--- src/rtl/mem_access_ctrl.sv ---
// mem_access_ctrl: setup/strobe/hold request sequencer for the 8x8 memory cell array; define MEMCTRL_WR_VERIFY_EN for write read-back verify
module mem_access_ctrl #(
    parameter int ADDR_W        = 3,
    parameter int DATA_W        = 8,
    parameter int ACCESS_CYCLES = 2
) (
    input  logic                   clk,
    input  logic                   rst,
    input  logic                   req_valid,
    output logic                   req_ready,
    input  logic                   req_rw,
    input  logic [ADDR_W-1:0]      req_addr,
    input  logic [DATA_W-1:0]      req_wdata,
    output logic                   resp_valid,
    input  logic                   resp_ready,
    output logic [DATA_W-1:0]      resp_rdata,
    output logic                   resp_err,
    output logic                   mem_valid,
    output logic                   mem_rw,
    output logic [(1<<ADDR_W)-1:0] mem_sel,
    output logic [DATA_W-1:0]      mem_wdata,
    input  logic [DATA_W-1:0]      mem_rdata,
    output logic                   busy
);
    localparam int NWORDS = 1 << ADDR_W;
`ifdef MEMCTRL_WR_VERIFY_EN
    localparam bit VERIFY = 1'b1;
`else
    localparam bit VERIFY = 1'b0;
`endif

    typedef enum logic [2:0] {IDLE, SETUP, ACCESS, HOLD, RESP} state_t;

    state_t              state, state_n;
    logic                rw_q, vphase, err_q, active, rd_now, last;
    logic [ADDR_W-1:0]   addr_q;
    logic [DATA_W-1:0]   wdata_q, rdata_q;
    logic [3:0]          cnt;

    // Array and handshake outputs decode straight from state so reset clears them immediately
    always_comb begin
        active     = (state == SETUP) || (state == ACCESS) || (state == HOLD);
        rd_now     = rw_q || vphase;
        last       = (state == ACCESS) && (cnt == 4'd1);
        req_ready  = state == IDLE;
        busy       = state != IDLE;
        resp_valid = state == RESP;
        mem_valid  = state == ACCESS;
        mem_rw     = active && rd_now;
        mem_sel    = active ? (NWORDS'(1) << addr_q) : '0;
        mem_wdata  = active ? wdata_q : '0;
        resp_rdata = rdata_q;
        resp_err   = err_q;
    end

    // Next state; the read-back SETUP spans two cycles to give the array an rw turnaround after the write
    always_comb begin
        state_n = state;
        case (state)
            IDLE:    state_n = req_valid ? SETUP : IDLE;
            SETUP:   state_n = (cnt == 4'd0) ? ACCESS : SETUP;
            ACCESS:  state_n = (cnt == 4'd1) ? HOLD : ACCESS;
            HOLD:    state_n = (VERIFY && !rw_q && !vphase) ? SETUP : RESP;
            RESP:    state_n = resp_ready ? IDLE : RESP;
            default: state_n = IDLE;
        endcase
    end

    // State register
    always_ff @(posedge clk or posedge rst) begin
        if (rst)
            state <= IDLE;
        else
            state <= state_n;
    end

    // Request capture, access counter and read-data sampling on the last strobe cycle
    always_ff @(posedge clk or posedge rst) begin
        if (rst) begin
            rw_q    <= 1'b0;
            vphase  <= 1'b0;
            err_q   <= 1'b0;
            addr_q  <= '0;
            wdata_q <= '0;
            rdata_q <= '0;
            cnt     <= '0;
        end else begin
            if (state == IDLE && req_valid) begin
                rw_q    <= req_rw;
                addr_q  <= req_addr;
                wdata_q <= req_wdata;
                rdata_q <= '0;
                err_q   <= 1'b0;
                vphase  <= 1'b0;
                cnt     <= '0;
            end
            if (state == SETUP)
                cnt <= (cnt == 4'd0) ? 4'(ACCESS_CYCLES) : cnt - 4'd1;
            if (state == ACCESS)
                cnt <= cnt - 4'd1;
            if (last && rd_now) begin
                rdata_q <= mem_rdata;
                err_q   <= vphase && (mem_rdata != wdata_q);
            end
            if (state == HOLD && state_n == SETUP) begin
                vphase <= 1'b1;
                cnt    <= 4'd1;
            end
        end
    end
endmodule

--- config.mk ---
export PLATFORM = sky130hd
export DESIGN_NAME = mem_access_ctrl
export DESIGN_NICKNAME = d
export VERILOG_FILES = /design/src/rtl/mem_access_ctrl.sv
export SDC_FILE = /design/constraint.sdc
export NUM_CORES = 1
export LEC_CHECK = 0
export CAP_MARGIN = 0
export CORE_MARGIN = 8
export CORE_UTILIZATION = 40
export DETAILED_ROUTE_END_ITERATION = 16
export PLACE_DENSITY_LB_ADDON = 0.08
export SYNTH_ARGS = -nofsm -noshare
export SYNTH_HDL_FRONTEND = slang
export SYNTH_SLANG_ARGS = --single-unit
--- constraint.sdc ---
create_clock -name clk -period 2.25 [get_ports clk]
set_clock_uncertainty 0.1 [all_clocks]
set_input_delay 0.45 -clock clk [delete_from_list [all_inputs] [get_ports clk]]
set_output_delay 0.45 -clock clk [all_outputs]
set_load 0.03 [all_outputs]
=== Word-level counts from Yosys, hierarchy flattened ===
Index checks and enable logic that the tools add are counted.

* Bits in registers: 29
* Latch bits: 0
* Memory bits (writable): 0
* Bits in read-only memories: 0
* Input bits: 24
* Output and inout port bits: 30
* Logic and storage cells: 49
* Memories kept: 0

* Add/sub/neg operators: 1
* Multipliers: 0
* Div/mod/pow operators: 0
* Order comparisons: 0
* Equal/unequal tests: 7
* Shift-type cells: 1
* Mux-type cells: 17
* Bitwise operators: 0
* Reduce and logical (&&, ||, !) cells: 15

{| class="wikitable"
|+ Operator list
! cell !! number
|-
| $mux W8 || 4
|-
| $mux W4 || 5
|-
| $pmux W3 S5 || 1
|-
| $ne A8 B8 Y1 || 1
|-
| $shl A1 B3 Y8 const A || 1
|-
| $eq A3 B1 Y1 const B || 2
|-
| $eq A3 B2 Y1 const B || 2
|-
| $logic_and A1 B1 Y1 || 6
|-
| $mux W1 || 5
|-
| $eq A4 B1 Y1 const B || 1
|-
| $logic_not A4 Y1 || 1
|-
| $reduce_bool A2 Y1 || 2
|-
| $reduce_bool A4 Y1 || 1
|-
| $sub A4 B1 Y4 const B || 1
|-
| $eq A3 B3 Y1 const B || 1
|-
| $logic_not A3 Y1 || 1
|-
| $logic_or A1 B1 Y1 || 3
|-
| $mux W3 || 1
|-
| $reduce_bool A3 Y1 || 1
|-
| $mux W2 || 1
|}

=== Logic depth before layout (Yosys ltp) ===
Gate-level depths: netlist of the first run.

* Depth in word-level cells: 6
* Mapped depth: 7
* Gate-level depth less buffers: 6

=== Least setup slack after synthesis of the first run ===
OpenSTA, ideal clock, no wires.

* Kind: register to output
* From: reg state[0]
* To: out mem_sel[0]
* Data arrival time: 1.814 ns
* Required time: 1.700 ns
* Setup slack: -0.114 ns
* Stages on the path, launching flop included: 5
* Buffers on the path: 1
* Path through: dfrtp_1 -> buf_2 -> nor2_1 -> or2_1 -> nor4_1

* Cells in the longest elaborated chain, start to end: 4
* Elaborated cells between the ends (all ways): 6
* Those cells by class: eq/ne (3); mux (1); reduce/logical (2)

{| class="wikitable"
|+ Ends and longest elaborated chain
! item !! line !! text
|-
| start, declared || 34 || <nowiki>state_t state, state_n;</nowiki>
|-
| start signal, assigned || 74 || <nowiki>state <= state_n;</nowiki>
|-
| $eq A3 B1 Y1 / $eq A3 B2 Y1 (equally long branches) || 42 || <nowiki>active = (state == SETUP) || (state == ACCESS) || (state == HOLD);</nowiki>
|-
| $logic_or A1 B1 Y1 || 42 ||
|-
| $logic_or A1 B1 Y1 (*) || 42 ||
|-
| $mux W8 (*) || 50 || <nowiki>mem_sel = active ? (NWORDS'(1) << addr_q) : '0;</nowiki>
|-
| end, declared || 20 || <nowiki>output logic [(1<<ADDR_W)-1:0] mem_sel,</nowiki>
|}

Mark *: on every way between the ends. The rest lies on a longest branch, timed or not.

=== Final worst setup path of the first run ===
* From: reg state[0]
* To: out mem_wdata[2]

* Cells in the longest elaborated chain, start to end: 4
* Elaborated cells between the ends (all ways): 6
* Those cells by class: eq/ne (3); mux (1); reduce/logical (2)

{| class="wikitable"
|+ Ends and longest elaborated chain
! item !! line !! text
|-
| $eq A3 B1 Y1 / $eq A3 B2 Y1 (equally long branches) || 42 ||
|-
| $logic_or A1 B1 Y1 || 42 ||
|-
| $logic_or A1 B1 Y1 (*) || 42 ||
|-
| $mux W8 (*) || 51 || <nowiki>mem_wdata = active ? wdata_q : '0;</nowiki>
|-
| end, declared || 21 || <nowiki>output logic [DATA_W-1:0] mem_wdata,</nowiki>
|}

Marks and branches as above.

==> key figures, run 1 <==
Timing
  – Rel. slew slack: 70.32%
  – Setup violators final: 0
  – Fin crit share: 93.03%
  – Crit path time final: 2.093 ns
  – Final Hold Fails: 0
  – Maximum achievable frequency: 0.4777 GHz
  – Final hold slack: 0.4010 ns
  – Slew @ Worst Pin: 0.4442 ns
  – Unrepaired setup endpoints after global routing: false
  – Post-route setup TNS: 0 ns
  – Slew Limit Fails: 0

Layout
  – Area Overhead vs Synth: 39.24%
  – Register Area: 728.2 sq um
  – Antenna diode count: 0
  – Nets: 242
  – Multi-input logic area: 768.2 sq um
  – Non-Filler Instances: 266
  – Fraction of layout instances using a drive strength above 1: 21.30%
  – Layout fillers: 370
  – Final core occ: 56.49%
  – Final instance area: 2211 sq um

Power
  – Pwr dens: 1416 nW/um^2
  – Leakage: 0.001031 uW
  – VDD IR max: 0.6686 mV

Floorplanning
  – Chip Height: 79.01 microns
  – Initial Utilization: 40.57%
  – I/O Pins: 54
  – DIE WIDTH: 79.01 microns
  – Core area: 3914 sq um
  – Row Count: 23
  – Die area: 6242 sq um

Critical path
  – Critical path type: reg -> out
  – CP startpoint: state[0]$_DFF_PP0_
  – Data required time of the worst path: 1.70 ns
  – Reg2reg start: cnt[1]$_DFFE_PP0P_
  – R2R Path End: cnt[3]$_DFFE_PP0P_
  – Critical Path Start Type: flop
  – Crit end category: primary output
  – Critical Path End: mem_wdata[2]
  – Worst Path Arrival: 1.54 ns
  – R2R depth: 6
  – R2r setup slk: 0.52 ns
  – Critical path fanouts, max: 12

Detailed routing
  – Vias per cell: 4.816
  – Drt total wl: 3.805 mm
  – DR DRC count: 0
  – DRT iter0 DRCs: 65
  – Via count: 1281
  – Post-route ant nets: 0
  – DRT Pass-1 Iters: 4
  – Average wire per standard cell: 14.30 microns

Clocking
  – Root Buffer: clkbuf_8
  – H-Tree Depth: 2
  – Total CTS buffers: 5
  – Clock Sinks: 29
  – Worst-Skew Late Latency: 0.27 ns
  – Worst-path clk slew: 0.06 ns
  – Cts hold-fix bufs: 0
  – Setup repair bufs after CTS: 0
  – CTS max path bufs: 2
  – CTS tree: yes

Placed design
  – Port Buf Inserts: 53
  – Post-DP Area: 2127 sq um
  – DP HPWL: 2.973 mm
  – Dpl cells: 259
  – Placer Congestion: 0.7889

Synthesis
  – Yosys warning count: 0
  – Cell accounting for the most synthesized area: dfrtp_1
  – FF+latch count, synth: 29
  – Syn_area_per_cell: 10.05 sq um
  – Yosys cell types: 32
  – Mapped cell area: 1588 sq um
  – Mapped Cells: 158
  – Synth Flop Type: dfrtp_1
  – Number of synthesized flops with an enable pin: 0
  – Post-Syn Nets: 184
  – Seq/Total Area, Yosys: 45.71%
  – Synth top area cells: dfrtp_1, mux2_4, o21ai_0, xnor2_1, inv_1
  – Async S/R FF share, synth: 100.0%
  – Share of the synthesized area in the top cell type: 45.71%

GRT
  – Initial antenna violation count: 0
  – Largest net degree at the start of global routing: 30
  – Grt ovf: 0
  – Vias in the first global route: 1331
  – Tot GR Track Use: 12.78%
  – First-pass GRT wire length: 6.354 mm

Worst hold path
  – Hold Path Class: reg -> reg

Run
  – Max-Cap Viols: 0

Outcome
  – Status: completed
-- synth_stat cells (2+ instances only) --
library cell   n
nand2_1        8
nor3_1         5
mux2_4        11
o31ai_1        3
nand2b_1       7
buf_2          2
nor2b_1        3
a21oi_1        4
nor2_1         9
dfrtp_1       29
and2_1         8
o21ai_0       16
buf_6          3
nand4_1        2
nand3_1       10
xnor2_1        8
ha_1           2
inv_1         14
-- through the flow --
step	setup WS (ns)	total power [uW]
floorplan	0.08332	2175
global placement	0.1624	2722
detailed placement	0.1284	2755
CTS	0.03789	3167
global route	0.05123	3348
finish	0.1569	3131
-- area by class of cell --
| class | instances | area share [%] |
|---|---|---|
| Clock buffer | 7 | 3.905 |
| Timing Repair Buffer | 57 | 23.20 |
| Inverter | 14 | 2.377 |
| Sequential cell | 29 | 32.94 |
| Tap cell | 50 | 2.830 |
| Multi-Input combinational cell | 109 | 34.75 |
-- layout by cell type, fill, tap and decap left out, types with 2 or more instances in the layout --
cell type	instances
dfrtp_1	27
mux2_4	11
nor2b_1	3
nor3_1	5
a21oi_1	4
xnor2_1	8
nor2_1	9
dlygate4sd2_1	4
nand2_1	8
nand4_1	2
nand3_1	10
clkdlybuf4s50_1	32
nand2b_1	7
dfrtp_2	2
buf_4	21
ha_1	2
clkbuf_8	6
inv_1	14
and2_1	8
o31ai_1	3
o21ai_0	16
-- registers in the layout (all words and copies together) (netlist names) --
name,cells
addr_q,3
cnt,4
resp_err,1
resp_rdata,8
rw_q,1
state,3
vphase,1
wdata_q,8
-- metal layers --
layer | wire, microns | global-route usage (%) | up-vias
li1 | - | - | 647
met1 | 1743 | 15.66 | 594
met2 | 1794 | 19.80 | 36
met3 | 228 | 5.192 | 4
met4 | 39 | 4.444 | 0
met5 | 0 | 0 | -
-- cell families after synthesis --
logic type	after synthesis	share of synthesized area, %
AO/OA/AOI/OAI	26	9.141
XOR/XNOR	8	4.413
adder cells (fa/ha/maj)	2	1.576
buffers and inverters	20	6.304
flip-flops	29	45.71
multiplexers	13	11.74
AND/OR/NAND/NOR	60	21.12
-- critical path, cell delays in order, from the launching register on --
cell and delay [ns]:
dfrtp_2 0.48, nor2_1 0.22, nor2_2 0.07, buf_4 0.17
and2_1 0.16, buf_4 0.16
-- repair_timing --
action	in CTS	in global routing
endpoints found under the setup margin	4	5
endpoints found under the hold margin	0	0
gates resized for setup	4	2
gates cloned	0	0
-- how the worst min path moves through the flow --
stage	cells after the start	startpoint	slack, ns	to
5_1_grt	1	rw_q$_DFFE_PP0P_	0.44	rw_q$_DFFE_PP0P_
3_5_place_dp	2	resp_rdata[2]$_DFFE_PP0P_	0.40	resp_rdata[2]$_DFFE_PP0P_
2_1_floorplan	2	cnt[1]$_DFFE_PP0P_	0.38	cnt[1]$_DFFE_PP0P_
3_3_place_gp	2	resp_rdata[3]$_DFFE_PP0P_	0.38	resp_rdata[3]$_DFFE_PP0P_
6_report	2	resp_rdata[0]$_DFFE_PP0P_	0.40	resp_rdata[0]$_DFFE_PP0P_
4_1_cts	2	resp_rdata[0]$_DFFE_PP0P_	0.41	resp_rdata[0]$_DFFE_PP0P_
-- where the power goes --
group          internal, uW  switching [uW]
clock network           242             182
logic                   811             944
registers               718             235
(Power assumes the default switching activity.)
==> inputs of run 2 (changes only) <==
--- a/config.mk
+++ b/config.mk
@@ -7,7 +7,7 @@
 export LEC_CHECK = 0
 export CAP_MARGIN = 0
 export CORE_MARGIN = 8
-export CORE_UTILIZATION = 40
+export CORE_UTILIZATION = 49
 export DETAILED_ROUTE_END_ITERATION = 16
 export PLACE_DENSITY_LB_ADDON = 0.08
 export SYNTH_ARGS = -nofsm -noshare
==> run 2 against run 1 <==
Effect of this change: count of clock-buffer cells in the layout did not move; worst setup slack worse by 0.076 ns; via count rose by 3.9%; largest cell class unchanged; largest power group unchanged.
==> key figures, run 2 (synthesis gave the netlist of run 1 again) <==
Outcome
  – Status: completed

Detailed routing
  – Post-route ant nets: 0
  – Drt total wl: 3.960 mm
  – Average wire per standard cell: 14.89 microns
  – Via count: 1331
  – DRT iter0 DRCs: 96
  – DRT Pass-1 Iters: 5
  – Vias per cell: 5.004
  – DR DRC count: 0

Power
  – Pwr dens: 1402 nW/um^2
  – Comb pwr share: 59.8%
  – Total design power: 3108 uW
  – Leakage: 0.001049 uW
  – Net Sw Power: 1385 uW
  – Internal: 1723 uW
  – Flop pwr share: 29.7%
  – Clock power frac: 10.4%
  – VDD IR max: 0.9009 mV
  – Switching share of power: 44.56%

Timing
  – Unrepaired setup endpoints after global routing: false
  – Final Hold Fails: 0
  – Maximum achievable frequency: 0.4610 GHz
  – Final hold slack: 0.3931 ns
  – Fin crit share: 96.40%
  – Post-route setup TNS: 0 ns
  – Setup violators final: 0
  – Slew @ Worst Pin: 0.4530 ns
  – Rel. slew slack: 69.74%
  – Slew Limit Fails: 0
  – Crit path time final: 2.169 ns

Critical path
  – Critical path type: reg -> out
  – CP startpoint: state[0]$_DFF_PP0_
  – Data required time of the worst path: 1.70 ns
  – Critical Path Start Type: flop
  – R2r setup slk: 0.47 ns
  – Reg2reg start: state[2]$_DFF_PP0_
  – Critical Path End: req_ready
  – Worst Path Arrival: 1.62 ns
  – Critical path fanouts, max: 7
  – R2R depth: 5
  – Crit end category: primary output
  – R2R Path End: resp_rdata[1]$_DFFE_PP0P_

GRT
  – Largest net degree at the start of global routing: 30
  – Tot GR Track Use: 15.60%
  – Initial antenna violation count: 0
  – Grt ovf: 0
  – First-pass GRT wire length: 6.458 mm
  – Vias in the first global route: 1374

Clocking
  – CTS tree: yes
  – Clock Sinks: 29
  – CTS max path bufs: 2
  – Worst-path clk slew: 0.09 ns
  – Worst-Skew Late Latency: 0.33 ns
  – Total CTS buffers: 5
  – H-Tree Depth: 2
  – Root Buffer: clkbuf_4

Layout
  – Antenna diode count: 0
  – Final instance area: 2217 sq um
  – Area Overhead vs Synth: 39.64%
  – Commonest non-fill, non-tap cell in the layout: clkdlybuf4s50_1
  – Most frequent cells in the layout: clkdlybuf4s50_1, dfrtp_1, buf_4
  – Fraction of layout instances using a drive strength above 1: 23.42%
  – Final core occ: 72.03%
  – Nets: 248

Floorplanning
  – Row Count: 20
  – Core area: 3078 sq um
  – Die area: 5318 sq um
  – I/O Pins: 54
  – Initial Utilization: 51.59%
  – DIE WIDTH: 72.93 microns
  – Chip Height: 72.93 microns

Placed design
  – Post-DP Area: 2127 sq um
  – Placer Congestion: 0.7844
  – DP HPWL: 3.058 mm
  – Port Buf Inserts: 53

Worst hold path
  – Hold Path Class: in -> async

Run
  – Max-Cap Viols: 0
run 2: cell count changes in the layout (fill, tap and decap cells not counted), sizes merged:
cell	previous run	this run
buf	21	27
run 2: worst min path at each step:
stage                     slack (ns)  depth (start not counted)                   endpoint                      start
final                           0.39                          3       resp_err$_DFFE_PP0P_                        rst
after global routing            0.42                          3       resp_err$_DFFE_PP0P_                        rst
after CTS                       0.39                          3  resp_rdata[0]$_DFFE_PP0P_                        rst
after detailed placement        0.39                          2  resp_rdata[5]$_DFFE_PP0P_  resp_rdata[5]$_DFFE_PP0P_
after global placement          0.38                          2  resp_rdata[0]$_DFFE_PP0P_  resp_rdata[0]$_DFFE_PP0P_
after floorplan                 0.38                          2         cnt[1]$_DFFE_PP0P_         cnt[1]$_DFFE_PP0P_
run 2: layout make-up:
type,count,area [sq um]
timing repair buffer,63,558.0
tap,44,55.05
multi-input combinational,109,768.2
clock buffer,7,55.05
fill,273,860.8
sequential,29,728.2
inverter,14,52.55
run 2: timing repair:
action / in CTS / in global routing
resized for setup: 6 / 0
setup buffers: 0 / 5
setup endpoints to repair: 8 / 4
hold buffers: 0 / 0
run 2: power groups by stage:
| stage | sequential (uW) | clock [uW] | combinational (uW) |
|---|---|---|---|
| after floorplan | 916 | 0 | 1260 |
| after global placement | 936 | 0 | 1780 |
| after detailed placement | 953 | 0 | 1810 |
| after CTS | 947 | 331 | 1800 |
| after global routing | 950 | 352 | 2000 |
| final | 924 | 325 | 1860 |
run 2: worst max-delay path: stages (launching register included):
cell and delay (ns):
dfrtp_2 0.45, buf_4 0.17, nor3_4 0.23, dlygate4sd2_1 0.44
run 2: stage by stage:
| step | std cells | setup WS [ns] |
|---|---|---|
| 2_1_floorplan | 158 | 0.08332 |
| 3_3_place_gp | 254 | 0.1712 |
| 3_5_place_dp | 254 | 0.1288 |
| 4_1_cts | 261 | 0.05040 |
| 5_1_grt | 266 | 0.01206 |
| 6_report | 266 | 0.08096 |
run 2: metal layers:
metal  GRT usage [%]  routed length [microns]  up-vias
met5               0                        0        -
met2           24.75                     1836       49
met1           18.86                     1798      612
met4           6.000                       43        0
li1                -                        -      663
met3           5.357                      282        7
==> inputs of run 3 (changes only) <==
--- a/config.mk
+++ b/config.mk
@@ -5,6 +5,7 @@
 export SDC_FILE = /design/constraint.sdc
 export NUM_CORES = 1
 export LEC_CHECK = 0
+export ABC_AREA = 0
 export CAP_MARGIN = 0
 export CORE_MARGIN = 8
 export CORE_UTILIZATION = 49
==> results of run 3 <==
Same layout as run 2: the final DEF is identical, and so are final timing and power.
